===== src/rtl/fibo_pkg.sv =====
// Shared types and constants for the Fibonacci/Lucas sequence engine.
// Seeds are plain integers and are sized to the datapath width where they are used.
package fibo_pkg;

  typedef enum logic [1:0] {
    StIdle,
    StLoad,
    StStream,
    StFinish
  } state_e;

  localparam logic MODE_FIB   = 1'b0;
  localparam logic MODE_LUCAS = 1'b1;

  localparam int unsigned FIB_T0 = 0;
  localparam int unsigned FIB_T1 = 1;
  localparam int unsigned LUC_T0 = 2;
  localparam int unsigned LUC_T1 = 1;

  function automatic int unsigned seed_t0(input logic mode);
    return (mode == MODE_LUCAS) ? LUC_T0 : FIB_T0;
  endfunction

  function automatic int unsigned seed_t1(input logic mode);
    return (mode == MODE_FIB) ? FIB_T1 : LUC_T1;
  endfunction

endpackage


===== src/rtl/fibo_add_stage.sv =====
// Combinational WIDTH-bit unsigned adder that also returns the carry out.
// The carry out marks a wrapped sum.
module fibo_add_stage #(
  parameter int unsigned WIDTH = 8
) (
  input  logic [WIDTH-1:0] a,
  input  logic [WIDTH-1:0] b,
  output logic [WIDTH-1:0] sum,
  output logic             carry_out
);

  always_comb begin
    {carry_out, sum} = {1'b0, a} + {1'b0, b};
  end

endmodule


===== src/rtl/fibo_seq_engine.sv =====
// Streams terms T0..Tn of a Fibonacci or Lucas sequence over valid/ready.
// The final term is registered on data, together with a sticky wrap flag and a done pulse.
module fibo_seq_engine
  import fibo_pkg::*;
#(
  parameter int unsigned WIDTH = 8,
  parameter int unsigned CNT_W = 4
) (
  input  logic             clk,
  input  logic             rst_n,
  input  logic             start,
  input  logic             mode,
  input  logic [CNT_W-1:0] count,
  output logic             busy,
  output logic             done,
  output logic [WIDTH-1:0] data,
  output logic             ovf,
  output logic             term_valid,
  output logic [WIDTH-1:0] term_data,
  input  logic             term_ready
);

  state_e           state_q;
  logic [WIDTH-1:0] a_q;
  logic [WIDTH-1:0] b_q;
  logic [WIDTH-1:0] sum;
  logic             carry_out;
  // Taint bits: set when a register holds a term derived from a wrapped sum.
  logic             a_c_q;
  logic             b_c_q;
  logic [CNT_W-1:0] n_q;
  logic [CNT_W-1:0] idx_q;
  logic             mode_q;
  logic             handshake;

  fibo_add_stage #(
    .WIDTH(WIDTH)
  ) u_add (
    .a        (a_q),
    .b        (b_q),
    .sum      (sum),
    .carry_out(carry_out)
  );

  assign handshake = term_valid & term_ready;
  assign term_data = a_q;

  always_ff @(posedge clk or negedge rst_n) begin
    if (!rst_n) begin
      state_q    <= StIdle;
      a_q        <= '0;
      b_q        <= '0;
      a_c_q      <= 1'b0;
      b_c_q      <= 1'b0;
      n_q        <= '0;
      idx_q      <= '0;
      mode_q     <= MODE_FIB;
      busy       <= 1'b0;
      done       <= 1'b0;
      data       <= '0;
      ovf        <= 1'b0;
      term_valid <= 1'b0;
    end else begin
      unique case (state_q)
        StIdle: begin
          done <= 1'b0;
          if (start) begin
            n_q     <= count;
            mode_q  <= mode;
            ovf     <= 1'b0;
            busy    <= 1'b1;
            state_q <= StLoad;
          end
        end
        StLoad: begin
          a_q        <= WIDTH'(seed_t0(mode_q));
          b_q        <= WIDTH'(seed_t1(mode_q));
          a_c_q      <= 1'b0;
          b_c_q      <= 1'b0;
          idx_q      <= '0;
          term_valid <= 1'b1;
          state_q    <= StStream;
        end
        StStream: begin
          if (handshake) begin
            ovf <= ovf | a_c_q;
            // Compare before increment so the largest index never wraps idx_q.
            if (idx_q == n_q) begin
              data       <= a_q;
              busy       <= 1'b0;
              done       <= 1'b1;
              term_valid <= 1'b0;
              state_q    <= StFinish;
            end else begin
              a_q   <= b_q;
              a_c_q <= b_c_q;
              b_q   <= sum;
              b_c_q <= carry_out | a_c_q | b_c_q;
              idx_q <= idx_q + CNT_W'(1);
            end
          end
        end
        StFinish: begin
          done    <= 1'b0;
          state_q <= StIdle;
        end
        default: begin
          state_q <= StIdle;
        end
      endcase
    end
  end

endmodule


===== config.mk =====
export PLATFORM = sky130hd
export DESIGN_NAME = fibo_seq_engine
export DESIGN_NICKNAME = d
export VERILOG_FILES = /design/src/rtl/fibo_pkg.sv /design/src/rtl/fibo_add_stage.sv /design/src/rtl/fibo_seq_engine.sv
export SDC_FILE = /design/constraint.sdc
export NUM_CORES = 1
export LEC_CHECK = 0
export BUFFER_PORTS_ARGS = -buffer_cell sky130_fd_sc_hd__buf_4
export CAP_MARGIN = 10
export CORE_ASPECT_RATIO = 1.4
export CORE_UTILIZATION = 35
export DETAILED_ROUTE_END_ITERATION = 8
export PLACE_DENSITY = 0.62
export SYNTH_ARGS = -nofsm -noshare
export SYNTH_HDL_FRONTEND = slang
export SYNTH_HIERARCHICAL = 1
export SYNTH_SLANG_ARGS = --single-unit

===== constraint.sdc =====
create_clock -name clk -period 1.8 [get_ports clk]
set_input_delay 0.09 -clock clk [delete_from_list [all_inputs] [get_ports clk]]
set_output_delay 0.09 -clock clk [all_outputs]
set_load 0.005 [all_outputs]

==> Word level (Yosys, flattened, before mapping) <==
Cells that the tools add are included.
{ "word_totals": {"out_inout_bits": 20, "memories": 0, "romBits": 0, "register_bits": 41, "inputBits": 9, "latchBits": 0, "ram_bits": 0, "elab_cells": 71} }
{ "op_classes": {"div": 0, "n_bitwise": 4, "magnitude_cmp": 0, "n_reduce_logical": 13, "mux": 31, "n_eq_ne": 8, "n_addsub": 2, "n_shift": 0, "mul": 0} }
{ "ops": {"columns": ["operator", "n"], "rows": [
  ["$mux 8", 4],
  ["$pmux 8 s2", 2],
  ["$reduce_and 3->1", 6],
  ["$pmux 1 s2", 6],
  ["$mux 1", 11],
  ["$add 8x8->9", 1],
  ["$mux 2", 4],
  ["$mux 4", 2],
  ["$ne 2x2->1 const B", 4],
  ["$pmux 2 s4", 1],
  ["$pmux 4 s2", 1],
  ["$reduce_bool 2->1", 3],
  ["$add 4x1->4 const B", 1],
  ["$eq 2x2->1 const B", 2],
  ["$eq 4x4->1", 1],
  ["$reduce_and 4->1", 1],
  ["$or 1x1->1", 3],
  ["$eq 2x1->1 const B", 1],
  ["$logic_not 2->1", 1],
  ["$reduce_and 2->1", 1],
  ["$reduce_or 2->1", 1],
  ["$and 1x1->1", 1]
]} }

==> Longest topological paths before layout <==
{ "logic_depth": {"word_depth": 6, "depth_mapped": 9, "depth_no_buf": 9} }

==> Modules after synthesis <==
Netlist, hierarchy kept.
{ "modules_own_cells": {"columns": ["module", "instances", "cells_per_inst", "area_per_inst_um2", "seq_area_each_um2"], "rows": [
  ["fibo_seq_engine", 1, 204, 2057.0, 1026.0],
  ["fibo_add_stage", 1, 42, 324.1, 0.0]
]} }

==> Worst setup path after synthesis <==
No wires, ideal clock.
{ "synth_timing": {"path_type": "register -> register", "from": "register a_q[0], in the netlist term_data[0]", "to": "register b_c_q", "arrival_time_ns": 1.768, "path_stages_with_launch": 10, "synth_period_minus_slack_ns": 1.892, "required_ns": 1.676, "setup_ns": 0.124, "slack_ns": -0.092, "n_path_buf": 0, "path_cell_list": "dfrtp_1 ha_1 fa_1 a21oi_1 nor2_1 nor2_1 o21ai_0 o21ai_0 nor2_1 a2bb2oi_1"} }
{ "synth_via": {"elab_chain_len": 6} }
{ "synth_rtl": {"columns": ["element", "line_no", "text"], "rows": [
  ["start, declared", "fibo_seq_engine.sv:24", "logic [WIDTH-1:0] a_q;"],
  ["start signal, assigned", "fibo_seq_engine.sv:76", "a_q <= WIDTH'(seed_t0(mode_q));"],
  ["start signal, assigned", "fibo_seq_engine.sv:95", "a_q <= b_q;"],
  ["$add 8x8->9", "fibo_add_stage.sv:13", "{carry_out, sum} = {1'b0, a} + {1'b0, b};"],
  ["net carry_out", "fibo_seq_engine.sv:27", "logic carry_out;"],
  ["$or 1x1->1 (2 in a row)", "fibo_seq_engine.sv:98", "b_c_q <= carry_out | a_c_q | b_c_q;"],
  ["$mux 1", "fibo_seq_engine.sv:88", "if (idx_q == n_q) begin"],
  ["$mux 1", "fibo_seq_engine.sv:85", "if (handshake) begin"],
  ["$pmux 1 s2", "fibo_seq_engine.sv:64", "unique case (state_q)"],
  ["end signal, assigned", "fibo_seq_engine.sv:98", null],
  ["end, declared", "fibo_seq_engine.sv:30", "logic b_c_q;"]
]} }
The timed path passes the listed nets, and every way through them passes these cells. The select of a mux whose other input is x is not followed.
A chain may end at the register's enable or synchronous reset.

==> Worst setup path in the final report <==
Same ends and word-level chain as after synthesis.

==> results.tsv <==
stage	metric	value	unit
floorplan	io_pins	29	
final_layout	finalInstanceArea	0.00309	mm²
synthesis	yosysSeqAreaShare	0.431	
clock_network	numCtsBuffers	5	
synthesis	synth_cell_types	44	
run_status	outcome	finished clean	
sta	fin_ws	0.00550	ns
final_layout	n_antenna_cell	0	
sta	worst_pin_slew	0.525	ns
synthesis	synthCells	246	
synthesis	synth_area_leaders	dfrtp_1 43%, nand3_1 8.4%, mux2_2 7.1%, ha_1 6.8%, o211ai_1 5.0%	
hold_path	hold_start	mode	
synthesis	avgSynthCellArea	9.68	µm²
worst_setup_path	critPathArrivalTime	1.98	ns
placed_design	hpwlAfterDp	3760	µm
clock_network	htree_levels	2	
floorplan	start_util	0.362	
sta	min_period	1.79	ns
worst_setup_path	startpoint	term_data[0]	
sta	final-hold-violation-count	0	
clock_network	cts_sinks	41	
grt	grt_first_pass_wirelength	9220	µm
power_and_ir_drop	power.leakage	1.40	nW
synthesis	synth-warning-count	6	
worst_setup_path	cp-start-kind	flop	
run	max_cap_viol_count	0	
sta	rsz0062_at_grt	true	
synthesis	ys.flop_type	dfrtp_1	
floorplan	die_h	99.6	µm
floorplan	die_area	0.00714	mm²
sta	fin_crit_sh	0.997	
sta	setup_tns	0	ns
worst_setup_path	crit_top_cell	nor2_1	
detailed_routing	dr.pass1.iters	4	
hold_path	hp-class	input port to flop	
grt	grt_pass1_vias	1955	
power_and_ir_drop	power-per-cell-area	1530	mW/mm²
synthesis	ys_ff_latch	41	
power_and_ir_drop	peakVddDrop	0.970	mV
clock_network	root_buffer	clkbuf_8	
final_layout	drive_gt1_frac	0.339	
worst_setup_path	worst-path-max-fanout	2	
grt	grt_overflow	0	
placed_design	post-place-ws	-0.0635	ns
worst_setup_path	critPathMaxStageDelay	0.39	ns
final_layout	num-nets-final	320	
grt	antenna_found_initial	0	
detailed_routing	drt_iter0_drc	86	
grt	grt_max_degree	42	
synthesis	synth_top_cell_by_area	dfrtp_1	
placed_design	finalWeightedCongestion	0.800	
worst_setup_path	cp_num_buf_inv	0	
synthesis	syn_nets	269	
detailed_routing	avgViaCountPerCell	5.45	
floorplan	coreArea	0.00657	mm²
worst_setup_path	slowest_stage	dfrtp_1	
clock_network	cts_buffer_depth	2	
synthesis	netlist.area_leader.share	0.431	
placed_design	port_buffers	28	
sta	holdWs	0.0236	ns
detailed_routing	wl	5340	µm
grt	grt_util_all_layers	0.163	
final_layout	finish.utilization	0.470	
detailed_routing	drc	0	
detailed_routing	wl_per_cell	14.4	µm
final_layout	fin_cells	372	
floorplan	fp-row-count	35	
worst_setup_path	path_cells	ha_2 > fa_2 > a21oi_2 > nor2_1 > nor2_1 > o21ai_1 > o21ai_1 > nor2_1 > a2bb2oi_1	
floorplan	die_width	71.7	µm
sta	clock.fmax	557	MHz
power_and_ir_drop	power	4.74	mW
clock_network	insertion_delay	0.29	ns
sta	finClkSkew	0.00569	ns
worst_setup_path	worstSetupPathType	flop to flop	
placed_design	dpl_cell_area	0.00288	mm²
detailed_routing	vias	2028	
detailed_routing	drtAntennaViolNets	0	
sta	relSlewSlack	0.650	
placed_design	placed_cells	361	
synthesis	synth_edf_count	0	
sta	maxSlewViolCount	0	
worst_setup_path	cpLargestDelayFamily	adder cells	
worst_setup_path	crit_required	1.98	ns
worst_setup_path	r2r-start	term_data[0]	
sta	final-setup-viol-count	0	
synthesis	synthArstFlopShare	1.00	
clock_network	cts.reportedPaths.clkPinSlew	0.08	ns
synthesis	syn_area	0.00238	mm²
worst_setup_path	cp-end-kind	flop	
clock_network	cts_tree	yes	
final_layout	syn_to_final_growth	29.6	%
[cells in the final DEF (no fill, tap or decap), types with 2 or more instances in the layout]
cell and n:
ha_4 4, a21oi_1 5, a311o_1 2, nor2_1 7, nor4_1 2, dfrtp_1 41, nand2_1 27, buf_12 2
a21o_1 3, nand4b_1 2, ha_2 2, clkbuf_8 7, o21ai_1 2, a21oi_2 3, ha_1 7, o21ai_0 2
nand3_1 40, mux2i_1 2, o211ai_1 16, nor3_1 4, xor2_1 6, inv_1 7, mux2_2 15, and2_1 2
buf_4 56, xnor2_1 2, or4_1 2, nor2b_1 4, and3_1 2
[timing repair]
item	4_1_cts	5_1_grt
resized for setup	8	8
hold buffers	1	0
endpoints found under the hold margin	41	0
setup endpoints to repair	5	13
pin swaps	2	3
buffers inserted	0	2
[cell type report]
type	instances	area, µm²
Clock buffer	7	96.3
Tap cell	74	92.6
Inverter	8	30.0
Timing Repair Buffer	60	482
Fill cell	624	3480
Sequential cell	41	1030
Clock inverter	1	5.00
Multi-Input combinational cell	181	1360
[registers in the layout, indices dropped and copies added (netlist names)]
| signal | flops |
|---|---|
| ovf | 1 |
| busy | 1 |
| term_data | 8 |
| state_q | 2 |
| n_q | 4 |
| idx_q | 4 |
| a_c_q | 1 |
| term_valid | 1 |
| data | 8 |
| mode_q | 1 |
| b_q | 8 |
| b_c_q | 1 |
| done | 1 |
[cells in the mapped netlist (2+ instances only)]
cell type and instances:
a21o_1 3, a21oi_1 8, a311o_1 2, and2_1 2, and3_1 3, buf_1 2
buf_2 4, clkbuf_1 8, dfrtp_1 41, ha_1 13, inv_1 7, mux2_2 15
mux2i_1 2, nand2_1 27, nand3_1 40, nand4b_1 2, nor2_1 8, nor2b_1 4
nor3_1 4, nor4_1 2, o211ai_1 16, o21ai_0 4, or4_1 2, xnor2_1 2
xor2_1 6
[power by group]
group / switching [mW] / leakage (nW) / internal [mW]
sequential: 0.236 / 0.537 / 1.22
combinational: 1.36 / 0.813 / 1.25
clock: 0.327 / 0.0542 / 0.347
total: 1.92 / 1.40 / 2.82
[worst reg2reg max path, delay by kind of cell (launching register included)]
| family | cells | cell delay (ns) |
|---|---|---|
| AO/OA/AOI/OAI | 4 | 0.49 |
| adder cells (fa/ha/maj) | 2 | 0.56 |
| flip-flops | 1 | 0.39 |
| AND/OR/NAND/NOR | 3 | 0.24 |
[kinds of logic after synthesis]
kind of cell	synth area share
buffers and inverters	0.0447
adders and majority gates	0.0767
muxes	0.0793
AOI/OAI and AO/OA	0.138
xor gates and xnor gates	0.0294
and+or+nand+nor	0.201
DFF	0.431
[per-layer routing]
layer	vias up	global-route usage	share of wire
li1	991	-	-
met1	1000	0.196	0.43
met2	32	0.287	0.54
met3	5	0.0344	0.025
met4	0	0.0498	0.0071
met5	-	0	0
[worst paths after layout]
| kind | endpoint | slack [ns] | cells after the start |
|---|---|---|---|
| hold reg to reg | data[3] | 0.51 | 1 |
| max in group asynchronous | data[0] | 1.12 | 2 |
| setup reg to reg | b_c_q | 0.006 | 9 |
| hold / removal | mode_q | 0.02 | 2 |
| setup / recovery | b_c_q | 0.006 | 9 |
| min in group asynchronous | term_data[7] | 0.31 | 2 |
Power figures use the tool's default switching activity.
